===== src/rtl/mlp_sched_pkg.sv =====
// mlp_sched_pkg: shared types and widths for the MLP job scheduler
package mlp_sched_pkg;
    localparam int XW_DEF = 16;
    localparam int PROB_W = 7;
    typedef enum logic [1:0] {IDLE, WAIT, LEARN, DONE} state_e;
    typedef enum logic {TRAIN, INFER} job_e;
endpackage


===== src/rtl/mlp_job_scheduler_if.sv =====
// mlp_job_scheduler_if: requester, result and MLP-side signals of the job scheduler
interface mlp_job_scheduler_if
    import mlp_sched_pkg::*;
#(
    parameter int XW = XW_DEF
);
    logic              train_valid;
    logic              train_ready;
    logic [XW-1:0]     train_x;
    logic              train_is_O;
    logic              infer_req;
    logic [XW-1:0]     infer_x;
    logic              infer_done;
    logic              res_valid;
    logic              res_y;
    logic [PROB_W-1:0] res_prob;
    logic              infer_overrun;
    logic [15:0]       train_count;
    logic              busy;
    logic [XW-1:0]     nn_x;
    logic              nn_learn;
    logic              nn_is_O;
    logic              nn_y;
    logic [PROB_W-1:0] nn_prob;

    modport master (
        output train_valid, train_x, train_is_O, infer_req, infer_x, nn_y, nn_prob,
        input  train_ready, infer_done, res_valid, res_y, res_prob, infer_overrun,
               train_count, busy, nn_x, nn_learn, nn_is_O
    );
    modport slave (
        input  train_valid, train_x, train_is_O, infer_req, infer_x, nn_y, nn_prob,
        output train_ready, infer_done, res_valid, res_y, res_prob, infer_overrun,
               train_count, busy, nn_x, nn_learn, nn_is_O
    );
endinterface


===== src/rtl/infer_req_latch.sv =====
// infer_req_latch: holds one pending inference request; a new request beats a same-cycle clear
module infer_req_latch #(
    parameter int XW = 16
) (
    input  logic          clk,
    input  logic          rst,
    input  logic          set_i,
    input  logic [XW-1:0] x_i,
    input  logic          clr_i,
    output logic          pend_o,
    output logic [XW-1:0] pend_x_o,
    output logic          overrun_o
);
    logic          pend_q;
    logic [XW-1:0] pend_x_q;
    logic          overrun_q;

    // A request consumed by the FSM this cycle is not lost, so it is not an overrun
    always_ff @(posedge clk or negedge rst) begin
        if (!rst) begin
            pend_q    <= 1'b0;
            pend_x_q  <= '0;
            overrun_q <= 1'b0;
        end else begin
            if (set_i) begin
                pend_q   <= 1'b1;
                pend_x_q <= x_i;
            end else if (clr_i) begin
                pend_q <= 1'b0;
            end
            if (set_i && pend_q && !clr_i) overrun_q <= 1'b1;
        end
    end

    assign pend_o    = pend_q;
    assign pend_x_o  = pend_x_q;
    assign overrun_o = overrun_q;
endmodule


===== src/rtl/mlp_job_scheduler.sv =====
// mlp_job_scheduler: serialises training and inference jobs onto one MLP,
// holding its input for the settling latency and capturing inference results
module mlp_job_scheduler
    import mlp_sched_pkg::*;
#(
    parameter int XW     = XW_DEF,
    parameter int NN_LAT = 4
) (
    input logic                clk,
    input logic                rst,
    mlp_job_scheduler_if.slave bus
);
    localparam logic [3:0] CNT_INIT = 4'(NN_LAT - 1);

    state_e            state_q, state_d;
    job_e              job_q, job_d;
    logic [3:0]        cnt_q, cnt_d;
    logic              lbl_q, lbl_d;
    logic [XW-1:0]     nn_x_q, nn_x_d;
    logic              res_y_q, res_y_d;
    logic [PROB_W-1:0] res_prob_q, res_prob_d;
    logic              res_valid_q, res_valid_d;
    logic [15:0]       train_count_q, train_count_d;
    logic              pend, pend_clr, overrun, train_ready;
    logic [XW-1:0]     pend_x;

    infer_req_latch #(.XW(XW)) u_latch (
        .clk      (clk),
        .rst      (rst),
        .set_i    (bus.infer_req),
        .x_i      (bus.infer_x),
        .clr_i    (pend_clr),
        .pend_o   (pend),
        .pend_x_o (pend_x),
        .overrun_o(overrun)
    );

    // Gated by rst so every output reads 0 while reset is held
    assign train_ready = rst && state_q == IDLE && !pend && !bus.infer_req;

    always_comb begin
        state_d       = state_q;
        job_d         = job_q;
        cnt_d         = cnt_q;
        lbl_d         = lbl_q;
        nn_x_d        = nn_x_q;
        res_y_d       = res_y_q;
        res_prob_d    = res_prob_q;
        res_valid_d   = res_valid_q;
        train_count_d = train_count_q;
        pend_clr      = 1'b0;
        case (state_q)
            IDLE: begin
                if (pend) begin
                    nn_x_d   = pend_x;
                    pend_clr = 1'b1;
                    job_d    = INFER;
                    cnt_d    = CNT_INIT;
                    state_d  = WAIT;
                end else if (bus.train_valid && train_ready) begin
                    nn_x_d  = bus.train_x;
                    lbl_d   = bus.train_is_O;
                    job_d   = TRAIN;
                    cnt_d   = CNT_INIT;
                    state_d = WAIT;
                end
            end
            WAIT: begin
                cnt_d = cnt_q - 4'd1;
                if (cnt_q == 4'd0) begin
                    state_d    = job_q == TRAIN ? LEARN : DONE;
                    res_y_d    = job_q == INFER ? bus.nn_y : res_y_q;
                    res_prob_d = job_q == INFER ? bus.nn_prob : res_prob_q;
                end
            end
            LEARN: begin
                train_count_d = train_count_q + 16'd1;
                state_d       = IDLE;
            end
            DONE: begin
                res_valid_d = 1'b1;
                state_d     = IDLE;
            end
            default: state_d = IDLE;
        endcase
    end

    always_ff @(posedge clk or negedge rst) begin
        if (!rst) begin
            state_q       <= IDLE;
            job_q         <= TRAIN;
            cnt_q         <= '0;
            lbl_q         <= 1'b0;
            nn_x_q        <= '0;
            res_y_q       <= 1'b0;
            res_prob_q    <= '0;
            res_valid_q   <= 1'b0;
            train_count_q <= '0;
        end else begin
            state_q       <= state_d;
            job_q         <= job_d;
            cnt_q         <= cnt_d;
            lbl_q         <= lbl_d;
            nn_x_q        <= nn_x_d;
            res_y_q       <= res_y_d;
            res_prob_q    <= res_prob_d;
            res_valid_q   <= res_valid_d;
            train_count_q <= train_count_d;
        end
    end

    assign bus.train_ready   = train_ready;
    assign bus.busy          = state_q != IDLE;
    assign bus.nn_x          = nn_x_q;
    assign bus.nn_learn      = state_q == LEARN;
    assign bus.nn_is_O       = state_q == LEARN && lbl_q;
    assign bus.infer_done    = state_q == DONE;
    assign bus.res_valid     = res_valid_q;
    assign bus.res_y         = res_y_q;
    assign bus.res_prob      = res_prob_q;
    assign bus.infer_overrun = overrun;
    assign bus.train_count   = train_count_q;
endmodule


===== src/flat_wrapper.sv =====
// flat-port wrapper written by rule: the top's interface ports become plain ports
module mlp_job_scheduler_flat import mlp_sched_pkg::*;
#(
    parameter int XW     = XW_DEF,
    parameter int NN_LAT = 4
)
  (clk, rst, bus_train_valid, bus_train_x, bus_train_is_O, bus_infer_req, bus_infer_x, bus_nn_y, bus_nn_prob, bus_train_ready, bus_infer_done, bus_res_valid, bus_res_y, bus_res_prob, bus_infer_overrun, bus_train_count, bus_busy, bus_nn_x, bus_nn_learn, bus_nn_is_O);
  mlp_job_scheduler_if #(.XW(XW)) bus_i ();
  input logic clk;
  input logic rst;
  input wire logic [$bits(bus_i.train_valid)-1:0] bus_train_valid;
  input wire logic [$bits(bus_i.train_x)-1:0] bus_train_x;
  input wire logic [$bits(bus_i.train_is_O)-1:0] bus_train_is_O;
  input wire logic [$bits(bus_i.infer_req)-1:0] bus_infer_req;
  input wire logic [$bits(bus_i.infer_x)-1:0] bus_infer_x;
  input wire logic [$bits(bus_i.nn_y)-1:0] bus_nn_y;
  input wire logic [$bits(bus_i.nn_prob)-1:0] bus_nn_prob;
  output wire logic [$bits(bus_i.train_ready)-1:0] bus_train_ready;
  output wire logic [$bits(bus_i.infer_done)-1:0] bus_infer_done;
  output wire logic [$bits(bus_i.res_valid)-1:0] bus_res_valid;
  output wire logic [$bits(bus_i.res_y)-1:0] bus_res_y;
  output wire logic [$bits(bus_i.res_prob)-1:0] bus_res_prob;
  output wire logic [$bits(bus_i.infer_overrun)-1:0] bus_infer_overrun;
  output wire logic [$bits(bus_i.train_count)-1:0] bus_train_count;
  output wire logic [$bits(bus_i.busy)-1:0] bus_busy;
  output wire logic [$bits(bus_i.nn_x)-1:0] bus_nn_x;
  output wire logic [$bits(bus_i.nn_learn)-1:0] bus_nn_learn;
  output wire logic [$bits(bus_i.nn_is_O)-1:0] bus_nn_is_O;
  assign bus_i.train_valid = bus_train_valid;
  assign bus_i.train_x = bus_train_x;
  assign bus_i.train_is_O = bus_train_is_O;
  assign bus_i.infer_req = bus_infer_req;
  assign bus_i.infer_x = bus_infer_x;
  assign bus_i.nn_y = bus_nn_y;
  assign bus_i.nn_prob = bus_nn_prob;
  assign bus_train_ready = bus_i.train_ready;
  assign bus_infer_done = bus_i.infer_done;
  assign bus_res_valid = bus_i.res_valid;
  assign bus_res_y = bus_i.res_y;
  assign bus_res_prob = bus_i.res_prob;
  assign bus_infer_overrun = bus_i.infer_overrun;
  assign bus_train_count = bus_i.train_count;
  assign bus_busy = bus_i.busy;
  assign bus_nn_x = bus_i.nn_x;
  assign bus_nn_learn = bus_i.nn_learn;
  assign bus_nn_is_O = bus_i.nn_is_O;
  mlp_job_scheduler #(.XW(XW), .NN_LAT(NN_LAT)) u_core (.clk(clk), .rst(rst), .bus(bus_i));
endmodule

===== config.mk =====
export PLATFORM = sky130hd
export DESIGN_NAME = mlp_job_scheduler_flat
export DESIGN_NICKNAME = d
export VERILOG_FILES = /design/src/rtl/mlp_sched_pkg.sv /design/src/rtl/mlp_job_scheduler_if.sv /design/src/rtl/infer_req_latch.sv /design/src/rtl/mlp_job_scheduler.sv /design/src/flat_wrapper.sv
export SDC_FILE = /design/constraint.sdc
export NUM_CORES = 1
export LEC_CHECK = 0
export ABC_CLOCK_PERIOD_IN_PS = 1900
export BUFFER_PORTS_ARGS = -buffer_cell sky130_fd_sc_hd__buf_2
export CORE_UTILIZATION = 50
export DETAILED_ROUTE_END_ITERATION = 16
export HOLD_SLACK_MARGIN = 0.05
export PLACE_DENSITY = 0.79
export SKIP_CTS_REPAIR_TIMING = 1
export SKIP_LAST_GASP = 1
export SLEW_MARGIN = 20
export SYNTH_ARGS = -nofsm -noshare
export SYNTH_HDL_FRONTEND = slang
export SYNTH_SLANG_ARGS = --single-unit

===== constraint.sdc =====
create_clock -name clk -period 1.9 [get_ports clk]
set_input_delay 0.285 -clock clk [delete_from_list [all_inputs] [get_ports clk]]
set_output_delay 0.285 -clock clk [all_outputs]
set_load 0.005 [all_outputs]

==> results of run 1 <==
[cells in the mapped netlist, drive strengths merged]
cell type	number
clkbuf	2
nand3	6
nor3	1
nand2	23
and2	4
ha	3
or4	1
mux2i	16
xor2	3
nand2b	1
or3b	1
dfrtp	67
and3	3
and3b	1
nand4	6
a22oi	1
nor2	7
inv	3
xnor2	13
a21oi	1
o21ai	18
a21o	1
nor2b	2
nor4b	1
buf	7
or2	1
a31o	1
a22o	1
mux2	26
and4	3
a211oi	1
[routing by layer]
layer	vias up	track usage, %	share of wire [%]
li1	983	-	-
met1	966	26.1	43
met2	75	33.2	47
met3	10	8.12	7.6
met4	0	9.25	1.7
met5	-	0	0
[worst min-delay path by stage]
stage / end / slack (ns) / cells after the start
2_1_floorplan: u_core.bus.nn_x[0] / -0.01 / 0
3_3_place_gp: u_core.state_q[0] / 0.31 / 2
3_5_place_dp: u_core.u_latch.pend_o / 0.31 / 2
4_1_cts: u_core.job_q / -0.06 / 2
5_1_grt: u_core.bus.res_prob[1] / 0.16 / 2
6_report: u_core.bus.res_prob[1] / 0.18 / 2
[registers in the layout (all words and copies together), names as in the netlist]
signal,count
u_core.bus.nn_x,16
u_core.bus.train_count,16
u_core.u_latch.pend_x_o,16
u_core.bus.res_prob,7
u_core.cnt_q,4
u_core.state_q,2
u_core.bus.res_valid,1
u_core.bus.res_y,1
u_core.job_q,1
u_core.lbl_q,1
u_core.u_latch.overrun_o,1
u_core.u_latch.pend_o,1
[final cells by class]
class                   instances  area (sq um)
fillers                       450          1870
flip-flops and latches         67          1680
multi-input cells             146          1150
repair buffers                 99           518
clock buffers                  15           186
well taps                      72          90.1
inverters                       3          11.3
clock inverters                 1          5.00
[power by group through the flow]
stage / Combinational, mW / Sequential (mW) / Clock [mW]
finish: 1.44 / 2.12 / 1.12
CTS: 1.46 / 2.11 / 1.15
global placement: 1.40 / 2.11 / 0
floorplan: 0.939 / 2.07 / 0
detailed placement: 1.47 / 2.13 / 0
global route: 1.63 / 2.17 / 1.22
[cells by family (layout without fill, tap and decap cells)]
logic type               count (synthesis)  after routing  synth area share (%)
AND/OR/NAND/NOR                         61             61                  11.7
AO/OA/AOI/OAI                           24             24                  4.84
flip-flops                              67             67                  58.4
XOR/XNOR                                16             16                  4.88
buffers and inverters                   12            118                  1.96
multiplexers                            42             42                  16.8
adder cells (fa/ha/maj)                  3              3                  1.31
[worst max-delay path: stages, from the launching register on]
cell	delay (ns)
sky130_fd_sc_hd__dfrtp_1	0.45
sky130_fd_sc_hd__nor2_2	0.21
sky130_fd_sc_hd__inv_1	0.13
sky130_fd_sc_hd__nor4b_2	0.26
sky130_fd_sc_hd__buf_2	0.15
[stage by stage]
stage	worst slack (ns)	util, %
2_1_floorplan	0.299	-
3_3_place_gp	0.265	62.1
3_5_place_dp	0.182	62.1
4_1_cts	-0.0493	65.6
5_1_grt	-0.0843	66.0
6_report	0.0789	66.0
==> flow_summary.yaml, run 1 <==
status:
  run_status: "completed"
timing:
  peak_clock_frequency_supported_by_timing_mhz: 549
  hold_viol: 0
  fin_tns_setup_ns: 0
  min_period_over_period_pct: 95.8
  period_needed_ns: 1.82
  timing.slew.headroom_pct: 57.7
  worstMarginPinSlew_ns: 0.634
  final_max_slew_viol_count: 0
  report.final.setup_viol: 0
  final.hold.worst_slack_ns: 0.175
  final_worst_clock_skew_ns: 0.00397
  grt_setup_unrepaired: "true"
power_and_ir_drop:
  power.switching_mw: 1.47
  design_power_total_mw: 4.68
  total_leakage_power_nw: 1.92
  pwr-share-seq_pct: 45.2
  power_frac_comb_pct: 30.9
  power.density_mw_per_mm2: 1290
  swShare_pct: 31.4
  clock_power_share_pct: 23.9
  power.internal_mw: 3.21
  vdd_drop_max_uv: 739
worst_setup_path:
  setup.worst_path.start_class: "flip-flop"
  worstPathArrival_ns: 1.54
  setup.reg_to_reg.worst_slack_ns: 0.16
  worstReg2RegStart: "u_core.cnt_q[0]"
  timing.critical_path.required_ns: 1.62
  setup.worst_path.end_class: "output port"
  rr_endpoint: "u_core.bus.res_prob[0]"
  crit_path_max_fanout: 7
  reg2reg_depth: 6
  startpoint: "u_core.state_q[0]"
  endpoint: "bus_train_ready"
  setup.worst_path.class: "flip-flop to output port"
clocking:
  clock_sink_count: 67
  htreeDepth: 3
  cts-buffers-inserted: 9
  cts_tree: "yes"
  clk_path_buf_depth: 2
  clkLatencyLatePin_ns: 0.33
  clk_pin_slew_ns: 0.07
  root_buffer: "sky130_fd_sc_hd__clkbuf_8"
route:
  num_vias: 2034
  routed_wirelength_mm: 5.72
  post-route-drc-count: 0
  antenna_left: 0
  drt-wirelength-per-cell_um: 14.2
  drtPass1Iterations: 4
  detail_route.iter0.violations: 69
  drt-vias-per-instance: 5.05
worst_hold_path:
  hold_class: "primary input to flip-flop"
  holdCritStartpoint: "bus_nn_prob[1]"
placement:
  placedCellCount: 386
  placed_area_sq_mm: 0.00342
  globalplace.congestion: 0.769
  numPortBuffers: 91
  dpl.hpwl_mm: 4.24
job:
  max-cap-violations: 0
die:
  rows: 27
  die-height_um: 77.8
  ios: 92
  core-area_sq_mm: 0.00551
  die-area_sq_mm: 0.00605
  initial_utilization_pct: 52.1
  die_width_um: 77.8
global_routing:
  grt_start_max_net_pins: 52
  grt_pass1_vias: 2052
  antenna_found_initial: 0
  global_route.overflow_total: 0
  wire_length_of_the_first_global_routing_pass_mm: 9.67
  grt_util_all_layers_pct: 21.2
synth:
  synth.net_count: 273
  synth.distinct_cells: 37
  ys_warn_count: 0
  yosysSeqAreaShare_pct: 58.4
  netlist.top_cell.by_area: "sky130_fd_sc_hd__dfrtp_1"
  synth.top_cell.area_share_pct: 58.4
  post_synth_instance_area_sq_mm: 0.00287
  synth_cells: 225
  netlist_top_cells_area: "sky130_fd_sc_hd__dfrtp_1, sky130_fd_sc_hd__mux2_2, sky130_fd_sc_hd__mux2i_1, sky130_fd_sc_hd__mux2_4, sky130_fd_sc_hd__xnor2_1"
  synth_area_per_cell_sq_um: 12.8
  postSynthRegisterBits: 67
cells_and_area:
  drive_above_1_share_pct: 44.7
  flow.area_growth_from_synthesis_pct: 26.7
  layoutNonFillerInstCount: 403
  diodes: 0
  final_net_count: 374
  final_cell_area_sq_mm: 0.00363
  layout_common_cells: "sky130_fd_sc_hd__buf_2, sky130_fd_sc_hd__dfrtp_1, sky130_fd_sc_hd__nand2_1, sky130_fd_sc_hd__mux2_2, sky130_fd_sc_hd__o21ai_0"
  layout_commonest_cell: "sky130_fd_sc_hd__buf_2"
No activity file was read; power rests on OpenSTA's default activity.
==> run 2, diff against run 1 <==
==> constraint.sdc (replaced) <==
create_clock -name clk -period 1.9 [get_ports clk]
set_input_delay 0.38 -clock clk [delete_from_list [all_inputs] [get_ports clk]]
set_output_delay 0.38 -clock clk [all_outputs]
set_load 0.005 [all_outputs]
==> flow_summary.yaml, run 2 (synthesized netlist as in run 1, its figures left out) <==
status:
  run_status: "completed"
route:
  num_vias: 2070
  antenna_left: 0
  drtPass1Iterations: 6
  drt-wirelength-per-cell_um: 14.7
  post-route-drc-count: 0
  drt-vias-per-instance: 5.12
  routed_wirelength_mm: 5.92
  detail_route.iter0.violations: 76
die:
  die-height_um: 77.8
  die_width_um: 77.8
  die-area_sq_mm: 0.00605
  ios: 92
  rows: 27
  core-area_sq_mm: 0.00551
  initial_utilization_pct: 52.1
timing:
  fin_tns_setup_ns: 0
  final_max_slew_viol_count: 0
  report.final.setup_viol: 0
  worstMarginPinSlew_ns: 0.745
  min_period_over_period_pct: 93.2
  final_worst_clock_skew_ns: 0.00600
  hold_viol: 0
  final.hold.worst_slack_ns: 0.256
  grt_setup_unrepaired: "false"
  peak_clock_frequency_supported_by_timing_mhz: 565
  period_needed_ns: 1.77
  setup_ws_ns: 0.129
  timing.slew.headroom_pct: 50.3
worst_setup_path:
  setup.worst_path.start_class: "flip-flop"
  setup.worst_path.class: "flip-flop to output port"
  crit_path_max_fanout: 7
  setup.worst_path.end_class: "output port"
  reg2reg_depth: 6
  timing.critical_path.required_ns: 1.52
  setup.reg_to_reg.worst_slack_ns: 0.20
  worstPathArrival_ns: 1.39
cells_and_area:
  final_net_count: 375
  drive_above_1_share_pct: 45.5
  utilization_pct: 66.8
  final_cell_area_sq_mm: 0.00368
  layout_common_cells: "sky130_fd_sc_hd__buf_2, sky130_fd_sc_hd__dfrtp_1, sky130_fd_sc_hd__nand2_1, sky130_fd_sc_hd__mux2_2, sky130_fd_sc_hd__o21ai_0"
  layout_commonest_cell: "sky130_fd_sc_hd__buf_2"
  diodes: 0
  flow.area_growth_from_synthesis_pct: 28.2
global_routing:
  grt_pass1_vias: 2184
  grt_util_all_layers_pct: 21.0
  antenna_found_initial: 0
  wire_length_of_the_first_global_routing_pass_mm: 9.80
  global_route.overflow_total: 0
  grt_start_max_net_pins: 60
clocking:
  clkLatencyLatePin_ns: 0.33
  root_buffer: "sky130_fd_sc_hd__clkbuf_8"
  cts_tree: "yes"
  htreeDepth: 3
  clk_pin_slew_ns: 0.07
  clk_path_buf_depth: 2
  cts-buffers-inserted: 9
  clock_sink_count: 67
placement:
  globalplace.congestion: 0.781
  pre_cts_ws_ns: 0.214
  dpl.hpwl_mm: 4.21
  numPortBuffers: 91
  placed_area_sq_mm: 0.00343
power_and_ir_drop:
  power.switching_mw: 1.50
  total_leakage_power_nw: 1.94
  swShare_pct: 30.5
  pwr-share-seq_pct: 42.5
  clock_power_share_pct: 27.2
  power_frac_comb_pct: 30.4
  power.density_mw_per_mm2: 1340
  power.internal_mw: 3.43
  vdd_drop_max_uv: 938
job:
  max-cap-violations: 0
worst_hold_path:
  hold_class: "primary input to async pin"
-- run 2: cell types whose count changed in the layout (fill, tap and decap cells not counted), sizes merged --
| cell | before | now |
|---|---|---|
| clkinvlp | 0 | 1 |
| bufinv | 0 | 2 |
| buf | 98 | 99 |
| clkbuf | 15 | 12 |
-- run 2: path summary, 6_finish.rpt --
| check | from | endpoint |
|---|---|---|
| max in group asynchronous | rst | u_core.u_latch.pend_x_o[0] |
| setup reg to reg | u_core.cnt_q[0] | u_core.bus.res_prob[4] |
| min in group clk | bus_infer_x[11] | u_core.u_latch.pend_x_o[11] |
| hold reg to reg | u_core.bus.res_valid | u_core.bus.res_valid |
| setup / recovery | u_core.state_q[0] | bus_train_ready |
| hold / removal | rst | u_core.u_latch.pend_o |
-- run 2: metal layers --
layer | part of all wire (%) | GRT usage (%) | routed length [um]
met1 | 43 | 25.4 | 2520
met3 | 6.6 | 7.18 | 389
met5 | 0 | 0 | 0
met2 | 50 | 34.9 | 2950
met4 | 0.96 | 7.17 | 57
-- run 2: layout make-up --
cell class / instances / area, sq um
flip-flops and latches: 67 / 1680
inverters: 3 / 11.3
repair buffers: 100 / 526
clock buffers: 12 / 155
clock inverters: 4 / 72.6
multi-input cells: 146 / 1140
fillers: 436 / 1830
well taps: 72 / 90.1
-- run 2: per-stage QoR --
step,power (mW),cells
2_1_floorplan,3.01,225
3_3_place_gp,3.54,387
3_5_place_dp,3.63,387
4_1_cts,4.98,403
5_1_grt,5.25,404
6_report,4.93,404
-- run 2: power by group through the flow --
stage | Sequential [mW] | Combinational [mW] | Clock, mW
6_report | 2.09 | 1.50 | 1.34
5_1_grt | 2.14 | 1.69 | 1.42
4_1_cts | 2.09 | 1.52 | 1.37
3_5_place_dp | 2.11 | 1.52 | 0
3_3_place_gp | 2.09 | 1.45 | 0
2_1_floorplan | 2.07 | 0.939 | 0
-- run 2: critical path, stage by stage (launching register included) --
cell	delay, ns
sky130_fd_sc_hd__dfrtp_2	0.45
sky130_fd_sc_hd__nor2_2	0.15
sky130_fd_sc_hd__inv_2	0.08
sky130_fd_sc_hd__nor4b_2	0.22
sky130_fd_sc_hd__buf_2	0.16
